### src/rtl/seg7_scan_decoder.sv
// Recovers per-position hex digits from a multiplexed active-low 7-segment scan.
// Define SEG7_STABLE_FILTER_EN to require STABLE identical samples before a commit.
module seg7_scan_decoder #(
  parameter int NDIG   = 4,
  parameter int STABLE = 3
) (
  input  logic              clk,
  input  logic              clrn,
  input  logic [6:0]        seg_n,
  input  logic [NDIG-1:0]   an_n,
  output logic [4*NDIG-1:0] digits,
  output logic [NDIG-1:0]   blank,
  output logic              upd,
  output logic [2:0]        upd_idx,
  output logic              err
);

`ifdef SEG7_STABLE_FILTER_EN
  localparam bit FILTER_EN = 1'b1;
`else
  localparam bit FILTER_EN = 1'b0;
`endif
  localparam logic [3:0] STAB = FILTER_EN ? 4'(STABLE) : 4'd1;

  typedef enum logic [1:0] {IDLE, TRACK, DONE} state_t;

  state_t              state_q, state_d;
  logic [3:0]          cnt_q, cnt_d;
  logic [6:0]          seg_s_q, run_seg_q;
  logic [NDIG-1:0]     an_s_q, run_an_q;
  logic [4*NDIG-1:0]   digits_q;
  logic [NDIG-1:0]     blank_q;
  logic                upd_q, err_q;
  logic [2:0]          idx_q;
  logic                valid, same, commit;
  logic [2:0]          sel;
  logic [5:0]          dec;

  // {decodable, blank, nibble}
  function automatic logic [5:0] decode(input logic [6:0] s);
    case (s)
      7'b1000000: decode = {2'b10, 4'h0};
      7'b1111001: decode = {2'b10, 4'h1};
      7'b0100100: decode = {2'b10, 4'h2};
      7'b0110000: decode = {2'b10, 4'h3};
      7'b0011001: decode = {2'b10, 4'h4};
      7'b0010010: decode = {2'b10, 4'h5};
      7'b0000010: decode = {2'b10, 4'h6};
      7'b1111000: decode = {2'b10, 4'h7};
      7'b0000000: decode = {2'b10, 4'h8};
      7'b0010000: decode = {2'b10, 4'h9};
      7'b0001000: decode = {2'b10, 4'hA};
      7'b0000011: decode = {2'b10, 4'hB};
      7'b1000110: decode = {2'b10, 4'hC};
      7'b0100001: decode = {2'b10, 4'hD};
      7'b0000110: decode = {2'b10, 4'hE};
      7'b0001110: decode = {2'b10, 4'hF};
      7'b1111111: decode = {2'b11, 4'h0};
      default:    decode = 6'b000000;
    endcase
  endfunction

  always_ff @(posedge clk) begin
    if (!clrn) begin
      seg_s_q <= '1;
      an_s_q  <= '1;
    end else begin
      seg_s_q <= seg_n;
      an_s_q  <= an_n;
    end
  end

  always_comb begin
    valid = $onehot(~an_s_q);
    same  = ({an_s_q, seg_s_q} == {run_an_q, run_seg_q});
    dec   = decode(seg_s_q);
    sel   = 3'd0;
    for (int i = 0; i < NDIG; i++)
      if (!an_s_q[i]) sel = 3'(i);
  end

  always_comb begin
    state_d = state_q;
    cnt_d   = cnt_q;
    commit  = 1'b0;
    case (state_q)
      IDLE:
        if (valid) begin
          state_d = TRACK;
          cnt_d   = 4'd1;
        end
      TRACK:
        if (!valid) begin
          state_d = IDLE;
          cnt_d   = 4'd0;
        end else if (same) begin
          cnt_d = cnt_q + 4'd1;
        end else begin
          cnt_d = 4'd1;
        end
      DONE:
        if (!valid) begin
          state_d = IDLE;
          cnt_d   = 4'd0;
        end else if (!same) begin
          state_d = TRACK;
          cnt_d   = 4'd1;
        end
      default: begin
        state_d = IDLE;
        cnt_d   = 4'd0;
      end
    endcase
    // Reaching the threshold commits on the same edge; DONE then blocks re-commit.
    if (state_d == TRACK && cnt_d == STAB) begin
      commit  = 1'b1;
      state_d = DONE;
    end
  end

  always_ff @(posedge clk) begin
    if (!clrn) begin
      state_q   <= IDLE;
      cnt_q     <= 4'd0;
      run_seg_q <= '1;
      run_an_q  <= '1;
      digits_q  <= '0;
      blank_q   <= '1;
      upd_q     <= 1'b0;
      err_q     <= 1'b0;
      idx_q     <= 3'd0;
    end else begin
      state_q <= state_d;
      cnt_q   <= cnt_d;
      upd_q   <= 1'b0;
      err_q   <= 1'b0;
      if (valid) begin
        run_seg_q <= seg_s_q;
        run_an_q  <= an_s_q;
      end
      if (commit) begin
        if (dec[5]) begin
          upd_q <= 1'b1;
          idx_q <= sel;
          for (int i = 0; i < NDIG; i++) begin
            if (3'(i) == sel) begin
              blank_q[i] <= dec[4];
              if (!dec[4]) digits_q[4*i +: 4] <= dec[3:0];
            end
          end
        end else begin
          err_q <= 1'b1;
        end
      end
    end
  end

  assign digits  = digits_q;
  assign blank   = blank_q;
  assign upd     = upd_q;
  assign upd_idx = idx_q;
  assign err     = err_q;

endmodule

### config.mk
export PLATFORM = sky130hd
export DESIGN_NAME = seg7_scan_decoder
export DESIGN_NICKNAME = d
export VERILOG_FILES = /design/src/rtl/seg7_scan_decoder.sv
export SDC_FILE = /design/constraint.sdc
export NUM_CORES = 1
export LEC_CHECK = 0
export ABC_AREA = 1
export CORE_MARGIN = 2
export CORE_UTILIZATION = 28
export CTS_CLUSTER_DIAMETER = 60
export CTS_CLUSTER_SIZE = 30
export DETAILED_ROUTE_END_ITERATION = 10
export MAX_ROUTING_LAYER = met4
export SKIP_LAST_GASP = 1
export SLEW_MARGIN = 20
export SYNTH_ARGS = -nofsm -noshare
export SYNTH_HDL_FRONTEND = slang
export SYNTH_SLANG_ARGS = --single-unit
### constraint.sdc
create_clock -name clk -period 7.3 [get_ports clk]
set_clock_uncertainty 0.15 [all_clocks]
set_input_delay 0.73 -clock clk [delete_from_list [all_inputs] [get_ports clk]]
set_output_delay 0.73 -clock clk [all_outputs]
set_load 0.01 [all_outputs]
-- Word level (Yosys, flattened, before mapping)
Index checks and enable logic that the tools add are counted.
- register bits: 53
- bits of input ports: 13
- output and inout bits: 25
- word-level logic and storage cells: 84
- add/subtract/negate cells: 4
- eq/ne operators: 25
- mux-type cells: 19
- bitwise gates (word level): 3
- reduce and logical (&&, ||, !) cells: 15
- operators with widths (kind ; count):
    one-hot mux 6 bit (17 select lines) ; 1
    equality test 7 bit, second input constant ; 5
    equality test 7 x 5 -> 1 bit, second input constant ; 3
    equality test 7 x 6 -> 1 bit, second input constant ; 3
    two-way mux 4 bit ; 5
    AND reduction 4 bit ; 4
    equality test 7 x 2 -> 1 bit, second input constant ; 2
    equality test 7 x 4 -> 1 bit, second input constant ; 2
    one-hot mux 4 bit (3 select lines) ; 1
    AND reduction 3 bit ; 4
    equality test 11 bit ; 1
    two-way mux 2 bit ; 5
    equality test 7 x 3 -> 1 bit, second input constant ; 1
    logical NOT 7 bit ; 1
    equality test 2 x 3 -> 1 bit, first input constant ; 2
    two-way mux 3 bit ; 2
    one-hot mux 2 bit (3 select lines) ; 1
    adder 1 x 1 -> 2 bit ; 2
    adder 4 x 1 -> 4 bit, second input constant ; 1
    equality test 2 x 1 -> 1 bit, second input constant ; 2
    equality test 4 x 1 -> 1 bit, second input constant ; 1
    two-way mux 1 bit ; 4
    NOT 4 bit ; 1
    AND reduction 2 bit ; 2
    other kinds (9) ; 10

-- Longest topological paths before layout
- word-level depth: 10
- depth in mapped cells: 18
- gate-level depth less buffers: 18

-- Least setup slack after synthesis
No wires, ideal clock.
- kind: reg-to-reg
- from: register an_s_q[0]
- to: register blank_q[3] (netlist: blank[3])
- library setup time: 0.134 ns
- arrival time: 2.660 ns
- data required time: 7.016 ns
- slack: 4.357 ns
- cell stages (with the launch flop): 16
- buffers on the path: 1
- period minus slack after synthesis: 2.943 ns
- cell sequence: dfxtp_1 > fa_1 > inv_1 > ha_1 > ha_1 > nor2_1 > nand2_1 > nor3_1 > nand2_1 > nand3_1 > nand2_1 > nor2_4 > buf_6 > nand2_4 > o21ai_1 > nand3_1
- word-level cells in the longest chain between the ends: 10
- elaborated cells on any way between the ends: 21
- those cells by class: add/sub: 2; eq/ne: 4; mux: 12; bitwise: 1; reduce/logical: 2
- RTL lines (element ; RTL line ; RTL):
    start: declaration ; 30 ; logic [NDIG-1:0] an_s_q, run_an_q;
    start signal: assignment ; 69 ; an_s_q <= an_n;
    NOT 4 bit ; 74 ; valid = $onehot(~an_s_q);
    adder 1 x 1 -> 2 bit (not written as such) ; 74 ;
    adder 2 x 2 -> 3 bit (not written as such) ; 74 ;
    equality test 3 x 1 -> 1 bit ; 74 ;
    two-way mux 4 bit (tied with other cells) ; 102 ; if (!valid) begin
    one-hot mux 4 bit (3 select lines) / one-hot mux 2 bit (3 select lines) (equally long branches) ; 86 ; case (state_q)
    equality test 4 x 1 -> 1 bit / equality test 2 x 1 -> 1 bit (equally long branches) ; 115 ; if (state_d == TRACK && cnt_d == STAB) begin
    logical AND 1 bit * ; 115 ;
    two-way mux 1 bit * ; 115 ;
    AND reduction 3 bit (no source line) * ; n/a ;
    end signal: indexed assignment ; 147 ; blank_q[i] <= dec[4];
    end: declaration ; 32 ; logic [NDIG-1:0] blank_q;
Every way passes the cells marked *; elsewhere a longest branch is shown, timed or not.
A chain may end at the register's enable or synchronous reset.

-- Worst setup path after layout
- from: register an_s_q[1]
- to: register digits_q[7] (netlist: digits[7])
- word-level cells in the longest chain between the ends: 10
- elaborated cells on any way between the ends: 25
- those cells by class: add/sub: 2; eq/ne: 5; mux: 15; bitwise: 1; reduce/logical: 2
- RTL lines (element ; RTL line ; RTL):
    NOT 4 bit ; 74 ;
    adder 1 x 1 -> 2 bit (not written as such) ; 74 ;
    adder 2 x 2 -> 3 bit (not written as such) ; 74 ;
    equality test 3 x 1 -> 1 bit ; 74 ;
    two-way mux 4 bit (tied with other cells) ; 102 ;
    one-hot mux 4 bit (3 select lines) / one-hot mux 2 bit (3 select lines) (equally long branches) ; 86 ;
    equality test 4 x 1 -> 1 bit / equality test 2 x 1 -> 1 bit (equally long branches) ; 115 ;
    logical AND 1 bit ; 115 ;
    two-way mux 1 bit ; 115 ;
    AND reduction 4 bit (no source line) * ; n/a ;
    end signal: indexed assignment ; 148 ; if (!dec[4]) digits_q[4*i +: 4] <= dec[3:0];
    end: declaration ; 31 ; logic [4*NDIG-1:0] digits_q;
Marks and branches as above.

==> flow_metrics.env <==
export IMPL_synth_fa_ha_area_share_pct=2.18
export IMPL_gp_congestion=0.846
export IMPL_post_dp_hpwl_um=4430
export IMPL_synth_top_family_by_area="simple AND/OR/NAND/NOR gates"
export IMPL_hp_class="flop to flop"
export IMPL_postPlaceCellArea_sq_mm=0.00308
export IMPL_leakagePower_nw=1.49
export IMPL_multi_input_area_sq_mm=0.00136
export IMPL_critical_path_max_stage_delay_ns=0.54
export IMPL_rsz0062_at_grt="false"
export IMPL_critPathSlowestCell="nor3_1"
export IMPL_synth_edf_count=0
export IMPL_synth_xor_area_share_pct=2.32
export IMPL_yosys_area_share_simple_pct=39.2
export IMPL_final_cell_area_sq_mm=0.00320
export IMPL_numPortBuffers=36
export IMPL_synth_nets=400
export IMPL_overflow=0
export IMPL_critPathMaxFanout=27
export IMPL_ctsHoldBuffers=0
export IMPL_clockBufferDepth=2
export IMPL_syn_to_final_growth_pct=21.2
export IMPL_grt_max_degree=37
export IMPL_maxCapViolCount=0
export IMPL_first_global_vias=2306
export IMPL_drive_above_1_share_pct=10.4
export IMPL_fillers=992
export IMPL_drc=0
export IMPL_avgSynthCellArea_sq_um=6.89
export IMPL_regArea_sq_mm=0.00104
export IMPL_grt_usage_pct=12.8
export IMPL_cp_data_arrival_time_ns=3.93
export IMPL_hold_violations=0
export IMPL_nets=431
export IMPL_final_setup_viol_count=0
export IMPL_slew_violations=0
export IMPL_crit_required_ns=7.40
export IMPL_ir_drop_v=0.0000845
export IMPL_cts_buffers_inserted=5
export IMPL_final_common_cell="nand2_1"
export IMPL_postSynthRegisterBits=52
export IMPL_first_iter_violations=118
export IMPL_worstSetupStartpointType="flop"
export IMPL_fmax_mhz=261
export IMPL_initial_core_util_pct=28.7
export IMPL_coreArea_sq_mm=0.00920
export IMPL_antenna_found_initial=0
export IMPL_status="completed"
export IMPL_diodes=0
export IMPL_final_setup_tns_ns=0
export IMPL_fin_crit_sh_pct=52.5
export IMPL_post_cts_buffers=0
export IMPL_worst_pin_slew_ns=0.941
export IMPL_dieArea_sq_mm=0.0102
export IMPL_cts_sinks=52
export IMPL_cts_tree="done"
export IMPL_rrSetupSlack_ns=3.47
export IMPL_final_cell_mix="nand2_1 (87), dfxtp_1 (52), nor2_1 (49)"
export IMPL_p_per_area_mw_per_mm2=205
export IMPL_num_vias=2399
export IMPL_synth_async_sr_flop_share_pct=0
export IMPL_clk_latency_ns=0.31
export IMPL_synthDistinctLibCells=33
export IMPL_synth_compound_area_share_pct=7.58
export IMPL_routed_wl_um=5830
export IMPL_synth_ff_type="dfxtp_1"
export IMPL_crit_path_cell_trace="fa_1 > inv_1 > ha_1 > ha_1 > nor2_1 > nand2_1 > nor3_1 > nand2_1 > nand3_1 > nand2_1 > nor2_4 > nand3_1 > inv_1 > nor2_1 > nor2_1"
export IMPL_drt_wirelength_per_cell_um=11.1
export IMPL_synthMuxAreaShare_pct=0
export IMPL_fp_dieH_um=101
export IMPL_whs_ns=0.326
export IMPL_cts_repair_resized=0
export IMPL_min_period_ns=3.83
export IMPL_yosysSeqAreaShare_pct=39.4
export IMPL_cts_clk_slew_worst_paths_ns=0.10
export IMPL_die_w_um=101
export IMPL_synth_warnings=0
export IMPL_htreeDepth=2
export IMPL_via_per_inst=4.56
export IMPL_syn_inst=383
export IMPL_first_pass_iters=4
export IMPL_timing_slew_headroom_pct=36.9
export IMPL_grt_pass1_wl_um=10300
export IMPL_crit_type="flop to flop"
export IMPL_io_pins=38
export IMPL_endpoint_kind="flop"
export IMPL_ant_nets=0
export IMPL_clk_root_buffer_cell="clkbuf_8"
export IMPL_num_rows=35
export IMPL_syn_area_sq_mm=0.00264
-- synthesized netlist by cell type (2+ instances only) --
library cell  number  area, sq um
or2_2             11         68.8
nand4_1           13         81.3
a21oi_1           24          120
nand2_1           87          327
o21ai_0           12         60.1
nand3_2            2         20.0
nor3_2             2         20.0
nand3_1           34          170
nor2_4             2         22.5
dfxtp_1           52         1040
nor3_1             6         30.0
nor2_2             4         25.0
nand2_2            3         18.8
buf_2              3         15.0
nor2_1            49          184
xor2_1             2         17.5
xnor2_1            5         43.8
inv_1             42          158
ha_1               3         37.5
nand2_4            2         22.5
clkbuf_1           7         26.3
nand3b_1           2         15.0
inv_2              6         22.5
-- where the power goes --
group	internal, W	switching (W)
logic	0.0000452	0.0000796
clock network	0.000112	0.0000991
registers	0.000302	0.0000170
total	0.000460	0.000196
-- final cells by class --
type	count	share of cell area, %
timing repair buffer	36	11.3
tap	111	4.34
clock inverter	2	1.21
sequential	52	32.5
clock buffer	6	2.58
inverter	48	5.63
multi-input combinational	271	42.5
-- path summary, 6_finish.rpt --
path | to | depth (start not counted) | start
min reg2reg | digits[2]$_SDFFE_PN0P_ | 2 | digits[2]$_SDFFE_PN0P_
max reg2reg | digits[7]$_SDFFE_PN0P_ | 15 | an_s_q[1]$_SDFF_PN1_
max | digits[7]$_SDFFE_PN0P_ | 15 | an_s_q[1]$_SDFF_PN1_
min | digits[2]$_SDFFE_PN0P_ | 2 | digits[2]$_SDFFE_PN0P_
-- flip-flops by register name, indices dropped and copies added, names as in the netlist --
| signal | flops |
|---|---|
| digits | 16 |
| cnt_q | 4 |
| seg_s_q | 7 |
| run_an_q | 4 |
| run_seg_q | 7 |
| err | 1 |
| an_s_q | 4 |
| blank | 4 |
| upd | 1 |
| upd_idx | 2 |
| state_q | 2 |
-- metal layers --
layer	GRT usage [%]	wire length, um	vias up
met5	-	0	-
met4	2.18	46	0
li1	-	-	1280
met1	16.0	2810	1066
met3	3.26	225	5
met2	21.0	2750	48
-- through the flow --
step                setup slack [ns]  cells  power (W)  utilization, %
detailed placement              3.49    518   0.000451            33.5
floorplan                       4.36    383   0.000421               -
global route                    3.08    526   0.000698            34.8
CTS                             3.46    526   0.000664            34.8
finish                          3.47    526   0.000656            34.8
global placement                3.62    518   0.000448            33.5
-- kinds of logic (layout without fill, tap and decap cells) --
family | Yosys count | count (layout)
simple gates | 220 | 220
buf+inv | 60 | 92
flops | 52 | 52
compound gates | 39 | 39
xor+xnor | 7 | 7
fa+ha+maj | 4 | 4
other cells | 1 | 1
-- critical path, delay by kind of cell (launching register included) --
family                   cells  cell delay, ns
flip-flops                   1            0.38
AND/OR/NAND/NOR             10            2.08
adder cells (fa/ha/maj)      3            0.97
buffers and inverters        2            0.17
No activity file was read; power rests on OpenSTA's default activity.
